==> src/rtl/nibble_serial_subtractor.sv <==
// ============================================================================
//  Module      : nibble_serial_subtractor
//  Description : Digit-serial subtractor. Computes in1 - in2 over N bits,
//                one W-bit digit per clock, LSB digit first, with valid/ready
//                handshakes on both sides. Optional macro ADD_SUB_SEL_EN adds
//                a 'sub' port selecting addition (sub=0) or subtraction.
//  Revision    : 1.0 - initial release
// ============================================================================
`default_nettype none

module nibble_serial_subtractor #(
    parameter int N = 32,
    parameter int W = 4
) (
    input  logic         clk,
    input  logic         rst,
`ifdef ADD_SUB_SEL_EN
    input  logic         sub,
`endif
    input  logic         in_valid,
    output logic         in_ready,
    input  logic [N-1:0] in1,
    input  logic [N-1:0] in2,
    output logic         out_valid,
    input  logic         out_ready,
    output logic [N-1:0] diff,
    output logic         bout,
    output logic         of
);

    localparam int DIGITS = N / W;
    localparam int CNT_W  = (DIGITS > 1) ? $clog2(DIGITS) : 1;
    localparam logic [CNT_W-1:0] c_last_digit = CNT_W'(DIGITS - 1);

    typedef enum logic [1:0] {
        S_IDLE = 2'd0,
        S_BUSY = 2'd1,
        S_DONE = 2'd2
    } state_t;

    state_t           r_state;
    logic [N-1:0]     r_a;        // minuend, shifted right one digit per cycle
    logic [N-1:0]     r_b;        // second operand, shifted alongside r_a
    logic [N-1:0]     r_partial;  // result digits shifted in from the top
    logic             r_carry;
    logic [CNT_W-1:0] r_cnt;

    logic             w_sub;      // operation captured with the operands
    logic             w_sub_in;   // operation presented with new operands
    logic             w_accept;
    logic [W-1:0]     w_b_dig;
    logic [W:0]       w_sum;
    logic [N-1:0]     w_partial_next;
    logic             w_bout;
    logic             w_of;

`ifdef ADD_SUB_SEL_EN
    logic r_sub;
    assign w_sub    = r_sub;
    assign w_sub_in = sub;
`else
    localparam logic c_sub = 1'b1;
    assign w_sub    = c_sub;
    assign w_sub_in = c_sub;
`endif

    // Ready is open in IDLE, and in DONE only while the current result drains
    assign in_ready = (r_state == S_IDLE) || ((r_state == S_DONE) && out_ready);
    assign w_accept = in_valid && in_ready;

    // One digit of a + ~b + c (or a + b + c for addition)
    assign w_b_dig        = w_sub ? ~r_b[W-1:0] : r_b[W-1:0];
    assign w_sum          = {1'b0, r_a[W-1:0]} + {1'b0, w_b_dig} + {{W{1'b0}}, r_carry};
    assign w_partial_next = {w_sum[W-1:0], r_partial[N-1:W]};

    // Flags are only meaningful on the final (most significant) digit, where
    // r_a[W-1]/r_b[W-1] hold the operand sign bits and w_sum[W-1] the result sign
    assign w_bout = w_sum[W] ^ w_sub;
    assign w_of   = (r_a[W-1] ^ r_b[W-1] ^ ~w_sub) & (r_a[W-1] ^ w_sum[W-1]);

    // Control FSM, digit datapath and result registers
    always_ff @(posedge clk or posedge rst) begin
        if (rst) begin
            r_state   <= S_IDLE;
            r_a       <= '0;
            r_b       <= '0;
            r_partial <= '0;
            r_carry   <= 1'b0;
            r_cnt     <= '0;
            out_valid <= 1'b0;
            diff      <= '0;
            bout      <= 1'b0;
            of        <= 1'b0;
`ifdef ADD_SUB_SEL_EN
            r_sub     <= 1'b1;
`endif
        end else if (w_accept) begin
            // Accepting from IDLE or back-to-back from DONE; outputs keep
            // the previous result, only out_valid drops
            r_a       <= in1;
            r_b       <= in2;
            r_carry   <= w_sub_in;
            r_cnt     <= '0;
            out_valid <= 1'b0;
            r_state   <= S_BUSY;
`ifdef ADD_SUB_SEL_EN
            r_sub     <= sub;
`endif
        end else begin
            case (r_state)
                S_BUSY: begin
                    r_a       <= r_a >> W;
                    r_b       <= r_b >> W;
                    r_partial <= w_partial_next;
                    r_carry   <= w_sum[W];
                    r_cnt     <= r_cnt + 1'b1;
                    if (r_cnt == c_last_digit) begin
                        diff      <= w_partial_next;
                        bout      <= w_bout;
                        of        <= w_of;
                        out_valid <= 1'b1;
                        r_state   <= S_DONE;
                    end
                end
                S_DONE: begin
                    if (out_ready) begin
                        out_valid <= 1'b0;
                        r_state   <= S_IDLE;
                    end
                end
                default: begin
                    r_state <= S_IDLE;
                end
            endcase
        end
    end

endmodule

`default_nettype wire

==> config.mk <==
export PLATFORM = sky130hd
export DESIGN_NAME = nibble_serial_subtractor
export DESIGN_NICKNAME = d
export VERILOG_FILES = /design/src/rtl/nibble_serial_subtractor.sv
export SDC_FILE = /design/constraint.sdc
export NUM_CORES = 1
export LEC_CHECK = 0
export ABC_CLOCK_PERIOD_IN_PS = 4340
export CAP_MARGIN = 40
export CORE_MARGIN = 2
export CORE_UTILIZATION = 35
export DETAILED_ROUTE_END_ITERATION = 8
export SYNTH_ARGS = -nofsm -noshare
export SYNTH_HDL_FRONTEND = slang
export SYNTH_SLANG_ARGS = --single-unit
==> constraint.sdc <==
create_clock -name clk -period 4.34 [get_ports clk]
set_input_delay 0.651 -clock clk [delete_from_list [all_inputs] [get_ports clk]]
set_output_delay 0.651 -clock clk [all_outputs]
set_load 0.01 [all_outputs]
==> flow_summary.json <==
{
  "status": "complete, no violations",
  "crit_type": "in -> reg",
  "final_nets": 636,
  "grtUsageTotal": 0.1568,
  "synth_cells": 468,
  "cap_viol_max_count": 0,
  "diodes": 0,
  "cts.clk_slew.worst_paths_ns": 0.06,
  "worst_pin_slew_ns": 0.7886,
  "cts_resized": 0,
  "drc": 0,
  "first_pass_iters": 5,
  "drt_wl_total_mm": 12.37,
  "postRouteAntennaNets": 0,
  "routabilityCongestion": 0.8141,
  "synth.most_common_cell": "dfrtp_1",
  "clk_path_buf_depth": 2,
  "drive_gt1_frac": 0.1272,
  "critPathArrivalTime_ns": 2.86,
  "synth.distinct_cells": 30,
  "crit_fanout": 37,
  "die_area_um2": 16890,
  "final.period_utilization": 0.5947,
  "yosysWarnings": 0,
  "async_flop_share": 1.000,
  "power.switching_mw": 1.826,
  "crit_required_ns": 4.62,
  "wl_per_cell_um": 15.65,
  "drt_iter0_drc": 253,
  "die_h_um": 130.0,
  "io_buffers": 103,
  "row_count": 46,
  "grt-busiest-layer": "met2",
  "min_period_ns": 2.581,
  "finalHoldViolations": 0,
  "die_w_um": 130.0,
  "antenna_found_initial": 0,
  "p_per_area_nw_per_um2": 773.6,
  "worst_clock_skew_ns": 0.006385,
  "clk-insertion-delay-late_ns": 0.41,
  "cts_buffers": 17,
  "crit_path_start_kind": "primary input",
  "via_per_inst": 4.978,
  "ys_ff_latch": 133,
  "h-tree-depth": 4,
  "min_path_type": "reg -> reg",
  "avgSynthCellArea_um2": 11.87,
  "gr-usage-met3": 0.04510,
  "synth_edf_count": 0,
  "synth_area_leaders": "dfrtp_1, a221o_1, mux2_2",
  "maxSlewHeadroom": 0.4743,
  "tritoncts": "done",
  "drv_slew": 0,
  "power_frac_seq": 0.371,
  "rsz0062_at_grt": "no",
  "vias": 3933,
  "grt_pass1_wl_mm": 20.29,
  "combPwrFrac": 0.353,
  "pwr-share-clk": 0.275,
  "grt_max_degree": 88,
  "cts_hold_buf": 0,
  "final.setup.tns_ns": 0,
  "synth_top_area_cell": "dfrtp_1",
  "core_area_um2": 15710,
  "worstSetupEndpointType": "flop",
  "grtUsageMet2": 0.2408,
  "synth_flop_cell": "dfrtp_1",
  "first_global_vias": 3975,
  "cts_setup_buffers": 0,
  "netlist_area_um2": 5553,
  "fmax_mhz": 387.4,
  "overflow": 0,
  "yosys-top-cells-count": "dfrtp_1, nand2_1, a221o_1, and2_1, mux2_2",
  "leakage_nw": 3.378,
  "setup_violations": 0,
  "cts_sinks": 133,
  "synth-seq-area-share": 0.5994,
  "swShare": 0.3191,
  "syn_nets": 543,
  "area_growth_pct": 33.21,
  "r2r_setup_slack_ns": 2.05,
  "total_power_mw": 5.723,
  "io_pins": 104,
  "intPower_mw": 3.896,
  "hpwl_mm": 7.989,
  "start_util": 0.3534,
  "synth_top_area_share": 0.5994,
  "peakVddDrop_mv": 0.3147,
  "grt_use_met1": 0.2119,
  "cts_root_buf": "clkbuf_16"
}
-- worst paths after layout --
check                               end  cells after the start         start
max                             r_a[30]                      5     out_ready
min                        r_partial[5]                      2  r_partial[5]
max reg2reg                     r_a[30]                      4    r_state[1]
min reg2reg                r_partial[5]                      2  r_partial[5]
max in group asynchronous       r_b[25]                      3           rst
min in group asynchronous       diff[5]                      2           rst
-- kinds of logic after synthesis --
logic type	Yosys count	share of synthesized area
AO/OA/AOI/OAI	82	0.1293
XOR/XNOR	1	0.001578
adder cells (fa/ha/maj)	7	0.01848
buffers and inverters	42	0.03785
flip-flops	133	0.5994
multiplexers	32	0.06489
AND/OR/NAND/NOR	171	0.1485
-- layout by cell type, fill, tap and decap left out, drive strengths merged --
| cell | count |
|---|---|
| bufinv | 5 |
| nor2 | 3 |
| ha | 5 |
| nand3b | 1 |
| inv | 6 |
| a21o | 2 |
| fa | 2 |
| clkinv | 5 |
| a32o | 1 |
| a31oi | 1 |
| nor2b | 2 |
| a21oi | 2 |
| mux2 | 32 |
| nand2b | 2 |
| or3 | 1 |
| and3 | 2 |
| nand2 | 95 |
| o21ai | 14 |
| clkbuf | 22 |
| nor3 | 1 |
| dfrtp | 133 |
| o21a | 1 |
| a311oi | 1 |
| buf | 7 |
| clkdlybuf4s50 | 103 |
| and2 | 56 |
| a221o | 56 |
| o21bai | 1 |
| o31ai | 3 |
| nand4 | 8 |
| xnor2 | 1 |
-- layout make-up --
type / instances / area, µm²
well taps: 216 / 270.3
fillers: 1416 / 8315
clock inverters: 10 / 175.2
repair buffers: 110 / 1084
flip-flops and latches: 133 / 3328
inverters: 6 / 27.53
clock buffers: 22 / 474.2
multi-input cells: 293 / 2038
-- power groups by stage --
stage / sequential [mW] / clock (mW) / combinational (mW)
2_1_floorplan: 2.11 / 0 / 1.36
3_3_place_gp: 2.13 / 0 / 1.99
3_5_place_dp: 2.15 / 0 / 2.06
4_1_cts: 2.13 / 1.61 / 2.06
5_1_grt: 2.20 / 1.66 / 2.27
6_report: 2.13 / 1.57 / 2.02
-- registers in the layout, indices dropped and copies added, names as in the netlist --
| register | count |
|---|---|
| of | 1 |
| bout | 1 |
| r_cnt | 3 |
| diff | 32 |
| r_a | 32 |
| r_carry | 1 |
| r_partial | 28 |
| out_valid | 1 |
| r_state | 2 |
| r_b | 32 |
-- metrics by stage --
stage | hold WS (ns) | utilization | area (µm²) | setup slack (ns) | cells
6_report | 0.4732 | 0.4708 | 7397 | 1.759 | 790
5_1_grt | 0.5013 | 0.4708 | 7397 | 1.611 | 790
4_1_cts | 0.4771 | 0.4708 | 7397 | 1.755 | 790
3_5_place_dp | 0.4631 | 0.4294 | 6748 | 1.320 | 758
3_3_place_gp | 0.4594 | 0.4294 | 6748 | 1.467 | 758
2_1_floorplan | 0.4418 | - | 5553 | 0.1346 | 468
-- worst max-delay path: stages --
cell	delay, ns
clkdlybuf4s50_1	0.48
nand2b_1	0.39
and3_2	0.72
buf_4	0.44
o21ai_0	0.16
-- layer usage --
metal	part of all wire	routed length, µm
met3	0.049	609
met1	0.47	5771
met4	0.015	180
met5	0	0
met2	0.47	5804
Power figures use the tool's default switching activity.
==> variant 1 (config.mk and constraints unchanged) <==
Encoding of `state_t`: now one-hot (3 bits for 3 states).
--- a/src/rtl/nibble_serial_subtractor.sv
+++ b/src/rtl/nibble_serial_subtractor.sv
@@ -33,8 +33,8 @@
     localparam logic [CNT_W-1:0] c_last_digit = CNT_W'(DIGITS - 1);
 
-    typedef enum logic [1:0] {
-        S_IDLE = 2'd0,
-        S_BUSY = 2'd1,
-        S_DONE = 2'd2
+    typedef enum logic [2:0] {
+        S_IDLE = 3'b001,
+        S_BUSY = 3'b010,
+        S_DONE = 3'b100
     } state_t;
 
Formal check against the unedited RTL: same outputs for any inputs over 10 cycles, from zero or initial values and one cycle with rst high; not proved beyond that.
==> variant 1 against the original RTL <==
Non-clock buffer count grew 3. Via count grew 0.58%. Area after synthesis grew 1.5%. Sequential cell count grew 1. Largest cell class unchanged. Maximum frequency shrank 3.5%. Sequential share of layout area grew 0.12 points. Routed wire length shrank 3.1%. Final area grew 0.52%. Sequential power shrank 9%. Clock power shrank 12%. Total power shrank 20%. Setup slack lost 0.094 ns. Register-to-register slack gained 0.06 ns.
==> variant 1: results (changes against the original RTL) <==
<table>
<tr><th>Metric</th><th>Value</th></tr>
<tr><th colspan="2">Placement</th></tr>
<tr><td>Place WS</td><td>1.66 ns (+0.337 ns)</td></tr>
<tr><td>DPL Wire Length</td><td>7910 um (-1.0%)</td></tr>
<tr><th colspan="2">Critical path</th></tr>
<tr><td>Launching point of the worst reg2reg path</td><td>r_state[2]$_DFFE_PP0P_</td></tr>
<tr><td>Arrival time at the worst endpoint</td><td>2.02 ns (-0.84 ns)</td></tr>
<tr><td>Internal reg-to-reg setup slack</td><td>2.11 ns (+0.06 ns)</td></tr>
<tr><td>Worst Reg2Reg Path Length in Cells</td><td>5 (+1)</td></tr>
<tr><th colspan="2">Yosys</th></tr>
<tr><td>Biggest area contributors in the synthesized netlist</td><td>dfrtp_1 59%, a22o_1 8.1%, a21o_1 7.2%</td></tr>
<tr><td>Post-synth cell types</td><td>31 (+3.3%)</td></tr>
<tr><td>Adder-Cell Fraction of Synth Area</td><td>1.82% (-0.027 points)</td></tr>
<tr><td>Dominant combinational cell family by area after synthesis</td><td>compound AO/OA/AOI/OAI gates</td></tr>
<tr><td>Net count of the mapped netlist</td><td>551 (+1.5%)</td></tr>
<tr><th colspan="2">Layout</th></tr>
<tr><td>Multi-In Gates</td><td>303 (+3.4%)</td></tr>
<tr><td>Total area of multi-input combinational cells</td><td>2050 sq um (+0.80%)</td></tr>
<tr><td>Number of fill cells</td><td>1473 (+4.0%)</td></tr>
<tr><td>Final non-clock buffer share</td><td>15.6% (+0.93 points)</td></tr>
<tr><td>Number of signal-net buffers in the layout</td><td>113 (+2.7%)</td></tr>
<tr><th colspan="2">Power and ir drop</th></tr>
<tr><td>Leakage</td><td>0.00380 uW (+13%)</td></tr>
<tr><td>Power attributed to sequential cells</td><td>1930 uW (-9%)</td></tr>
<tr><td>P_comb</td><td>1260 uW (-38%)</td></tr>
<tr><td>Total internal power</td><td>3150 uW (-19%)</td></tr>
<tr><th colspan="2">Status</th></tr>
<tr><td>Outcome</td><td>completed</td></tr>
<tr><th colspan="2">Detailed routing</th></tr>
<tr><td>Number of iterations in the first detailed-routing pass</td><td>4 (-1)</td></tr>
<tr><td>Detailed Route Iter0 Violations</td><td>153 (-40%)</td></tr>
<tr><td>Drt via density</td><td>4.92 (-1.2%)</td></tr>
<tr><th colspan="2">Global routing</th></tr>
<tr><td>Number of global-route vias before repair</td><td>3899 (-1.9%)</td></tr>
<tr><td>Pin count of the biggest net entering global routing</td><td>70 (-20%)</td></tr>
<tr><td>Wire length of the first global-routing pass</td><td>19900 um (-2.1%)</td></tr>
<tr><th colspan="2">STA</th></tr>
<tr><td>Final clock period utilization by the worst path</td><td>61.6% (+2.2 points)</td></tr>
</table>
## variant 1: changes by cell type in the layout (fill, tap and decap cells not counted), moves of 11 or more
cell,delta
mux2_2,-25
nand3_1,+11
a221o_1,-56
and2_1,-56
mux2_1,+24
a22o_1,+52
a21o_1,+52
## variant 1: critical path, stage by stage
cell	delay, ns
clkdlybuf4s50_1	0.49
and3b_1	0.20
nor2_1	0.06
nor2_1	0.08
clkdlybuf4s50_1	0.54
## variant 1: layer usage
layer,up-vias,global-route usage [%],part of all wire (%)
li1,1870,-,-
met1,1957,20.4,47
met2,112,22.5,46
met3,17,4.76,5.7
met4,0,6.26,1.8
met5,-,0,0
## variant 1: worst min path at each step
| stage | cells after the start | startpoint | endpoint | slack [ns] |
|---|---|---|---|---|
| 6_report | 2 | r_partial[5]$_DFFE_PP0P_ | r_partial[5]$_DFFE_PP0P_ | 0.46 |
| 3_3_place_gp | 2 | r_partial[7]$_DFFE_PP0P_ | r_partial[7]$_DFFE_PP0P_ | 0.45 |
| 3_5_place_dp | 2 | r_partial[5]$_DFFE_PP0P_ | r_partial[5]$_DFFE_PP0P_ | 0.46 |
| 4_1_cts | 2 | r_partial[5]$_DFFE_PP0P_ | r_partial[5]$_DFFE_PP0P_ | 0.47 |
| 5_1_grt | 2 | r_partial[6]$_DFFE_PP0P_ | r_partial[6]$_DFFE_PP0P_ | 0.49 |
| 2_1_floorplan | 2 | r_partial[4]$_DFFE_PP0P_ | r_partial[4]$_DFFE_PP0P_ | 0.44 |
## variant 1: stage by stage
step,area [sq um],cells,total power (uW),hold WS (ns)
detailed placement,6870,773,3230,0.457
global route,7440,804,4880,0.490
global placement,6790,770,3150,0.450
finish,7440,804,4570,0.463
CTS,7440,804,4630,0.471
floorplan,5640,476,2900,0.439
==> variant 2 (config.mk and constraints unchanged) <==
Without the edit above. Change the parameter `W` from 4 to 8.
--- a/src/rtl/nibble_serial_subtractor.sv
+++ b/src/rtl/nibble_serial_subtractor.sv
@@ -11,5 +11,5 @@
 module nibble_serial_subtractor #(
     parameter int N = 32,
-    parameter int W = 4
+    parameter int W = 8
 ) (
     input  logic         clk,
Check against the original RTL: not equivalent (a bounded check fails within 10 cycles, from zero or initial values and one cycle with rst high).
==> variant 2 against the original RTL <==
Core utilization grew 0.59 points. Sequential cell count shrank 5. Setup slack lost 0.0074 ns. Synthesized cell count grew 16%. Area after synthesis shrank 0.27%. Total power grew 2.7%. Final area shrank 1.3%. Clock skew grew 0.0023 ns. Routed wire length shrank 2.4%. Critical path type is now input port to primary output. Largest cell class unchanged. Highest routed layer unchanged.
==> variant 2: results (changes against the original RTL) <==
<table>
<tr><th>Metric</th><th>Value</th></tr>
<tr><th colspan="2">Yosys</th></tr>
<tr><td>Sequential-to-total area share from yosys stat</td><td>57.8% (-2.1 points)</td></tr>
<tr><td>Ranking of synthesized cells by instance count</td><td>200 x nand2_1, 128 x dfrtp_1, 48 x a22oi_1</td></tr>
<tr><td>Biggest area contributors in the synthesized netlist</td><td>dfrtp_1 58%, nand2_1 14%, a22oi_1 6.5%</td></tr>
<tr><td>Post-synth cell types</td><td>46 (+53%)</td></tr>
<tr><td>Net count of the mapped netlist</td><td>620 (+14%)</td></tr>
<tr><th colspan="2">Critical path</th></tr>
<tr><td>End point of the critical path</td><td>in_ready</td></tr>
<tr><td>Stage delay of the slowest cell on the critical path</td><td>0.54 ns (-0.18 ns)</td></tr>
<tr><td>Arrival time at the worst endpoint</td><td>1.94 ns (-0.92 ns)</td></tr>
<tr><td>Launching point of the worst reg2reg path</td><td>r_a[0]$_DFFE_PP0P_</td></tr>
<tr><td>Worst Reg2Reg Path Length in Cells</td><td>8 (+4)</td></tr>
<tr><td>Crit path max-delay cell type</td><td>clkdlybuf4s50_1</td></tr>
<tr><td>Critical path fanouts, max</td><td>4 (-89%)</td></tr>
<tr><td>Internal reg-to-reg setup slack</td><td>2.14 ns (+0.09 ns)</td></tr>
<tr><th colspan="2">Power and ir drop</th></tr>
<tr><td>Max rail drop VDD</td><td>358 uV (+14%)</td></tr>
<tr><td>Leakage</td><td>0.00339 uW (+0.26%)</td></tr>
<tr><th colspan="2">Detailed routing</th></tr>
<tr><td>Vias</td><td>4111 (+4.5%)</td></tr>
<tr><td>DR WL/cell</td><td>14.0 um (-10%)</td></tr>
<tr><th colspan="2">STA</th></tr>
<tr><td>Slew of the pin with the lowest slew margin</td><td>0.923 ns (+0.134 ns)</td></tr>
<tr><td>Skew final</td><td>0.00869 ns (+0.00230 ns)</td></tr>
<tr><th colspan="2">Global routing</th></tr>
<tr><td>Pin count of the biggest net entering global routing</td><td>71 (-19%)</td></tr>
<tr><td>Wire length of the first global-routing pass</td><td>20100 um (-0.92%)</td></tr>
<tr><td>Combined global-route utilization of all metal layers</td><td>15.4% (-0.30 points)</td></tr>
<tr><th colspan="2">Placement</th></tr>
<tr><td>Final estimated routing congestion in global placement</td><td>0.791 (-2.9%)</td></tr>
<tr><th colspan="2">Layout</th></tr>
<tr><td>Final layout net count</td><td>714 (+12%)</td></tr>
<tr><td>Share of cells above drive strength 1</td><td>11.7% (-1.0 points)</td></tr>
<tr><th colspan="2">Status</th></tr>
<tr><td>Outcome</td><td>completed</td></tr>
</table>
-- variant 2: changes by cell type after synthesis, moves of 10 or more --
cell | unedited run | this run
nand2_1 | 95 | 200
a221o_1 | 56 | 0
and2_1 | 56 | 3
a22oi_1 | 0 | 48
o21ai_0 | 14 | 29
clkbuf_1 | 17 | 3
buf_2 | 12 | 22
-- variant 2: cells by family (layout without fill, tap and decap cells) --
kind of cell               count (synthesis)  in the layout  synth area share (%)
muxes                                     27             27                  5.47
xor gates and xnor gates                   2              2                 0.316
and+or+nand+nor                          224            224                  16.3
adders and majority gates                 10             10                  2.53
AOI/OAI and AO/OA                        104            104                  13.1
DFF                                      128            128                  57.8
buffers and inverters                     47            154                  4.41
-- variant 2: area by class of cell --
type / count / area [sq um]
fillers: 1467 / 8010
clock buffers: 20 / 467
repair buffers: 109 / 1100
inverters: 13 / 53.8
flip-flops and latches: 128 / 3200
multi-input cells: 367 / 2100
well taps: 211 / 264
clock inverters: 12 / 115
-- variant 2: stage by stage --
stage / setup WS (ns) / cells / util, %
5_1_grt: 1.68 / 860 / 47.7
2_1_floorplan: 0.276 / 542 / -
3_5_place_dp: 1.55 / 828 / 43.9
3_3_place_gp: 1.62 / 827 / 43.7
4_1_cts: 1.74 / 860 / 47.7
6_report: 1.75 / 860 / 47.7
-- variant 2: metal layers --
layer  track usage (%)  routed length (um)  up-vias  share of wire (%)
met4              5.88                 136        0                1.1
li1                  -                   -     2024                  -
met2              23.7                5460      125                 45
met3              5.95                 911       12                7.6
met5                 0                   0        -                  0
met1              19.6                5560     1950                 46
-- variant 2: power groups by stage --
stage	Sequential (uW)	Clock (uW)	Combinational, uW
global route	2150	1470	2740
floorplan	2070	0	1680
CTS	2080	1410	2460
finish	2080	1380	2420
detailed placement	2100	0	2450
global placement	2070	0	2370
-- variant 2: how the worst min path moves through the flow --
stage                         startpoint                        end  slack, ns
2_1_floorplan  r_partial[10]$_DFFE_PP0P_  r_partial[10]$_DFFE_PP0P_       0.44
3_3_place_gp    r_partial[9]$_DFFE_PP0P_   r_partial[9]$_DFFE_PP0P_       0.45
3_5_place_dp   r_partial[14]$_DFFE_PP0P_  r_partial[14]$_DFFE_PP0P_       0.46
4_1_cts        r_partial[14]$_DFFE_PP0P_  r_partial[14]$_DFFE_PP0P_       0.48
5_1_grt              r_b[17]$_DFFE_PP0P_        r_b[17]$_DFFE_PP0P_       0.49
6_report       r_partial[14]$_DFFE_PP0P_  r_partial[14]$_DFFE_PP0P_       0.47
-- variant 2: worst reg2reg max path: stages, from the launching register on --
cell      delay (ns)
dfrtp_1         0.38
inv_1           0.09
fa_1            0.21
inv_1           0.06
fa_1            0.40
a21o_2          0.23
a211oi_2        0.31
mux2i_1         0.22
o311ai_0        0.14
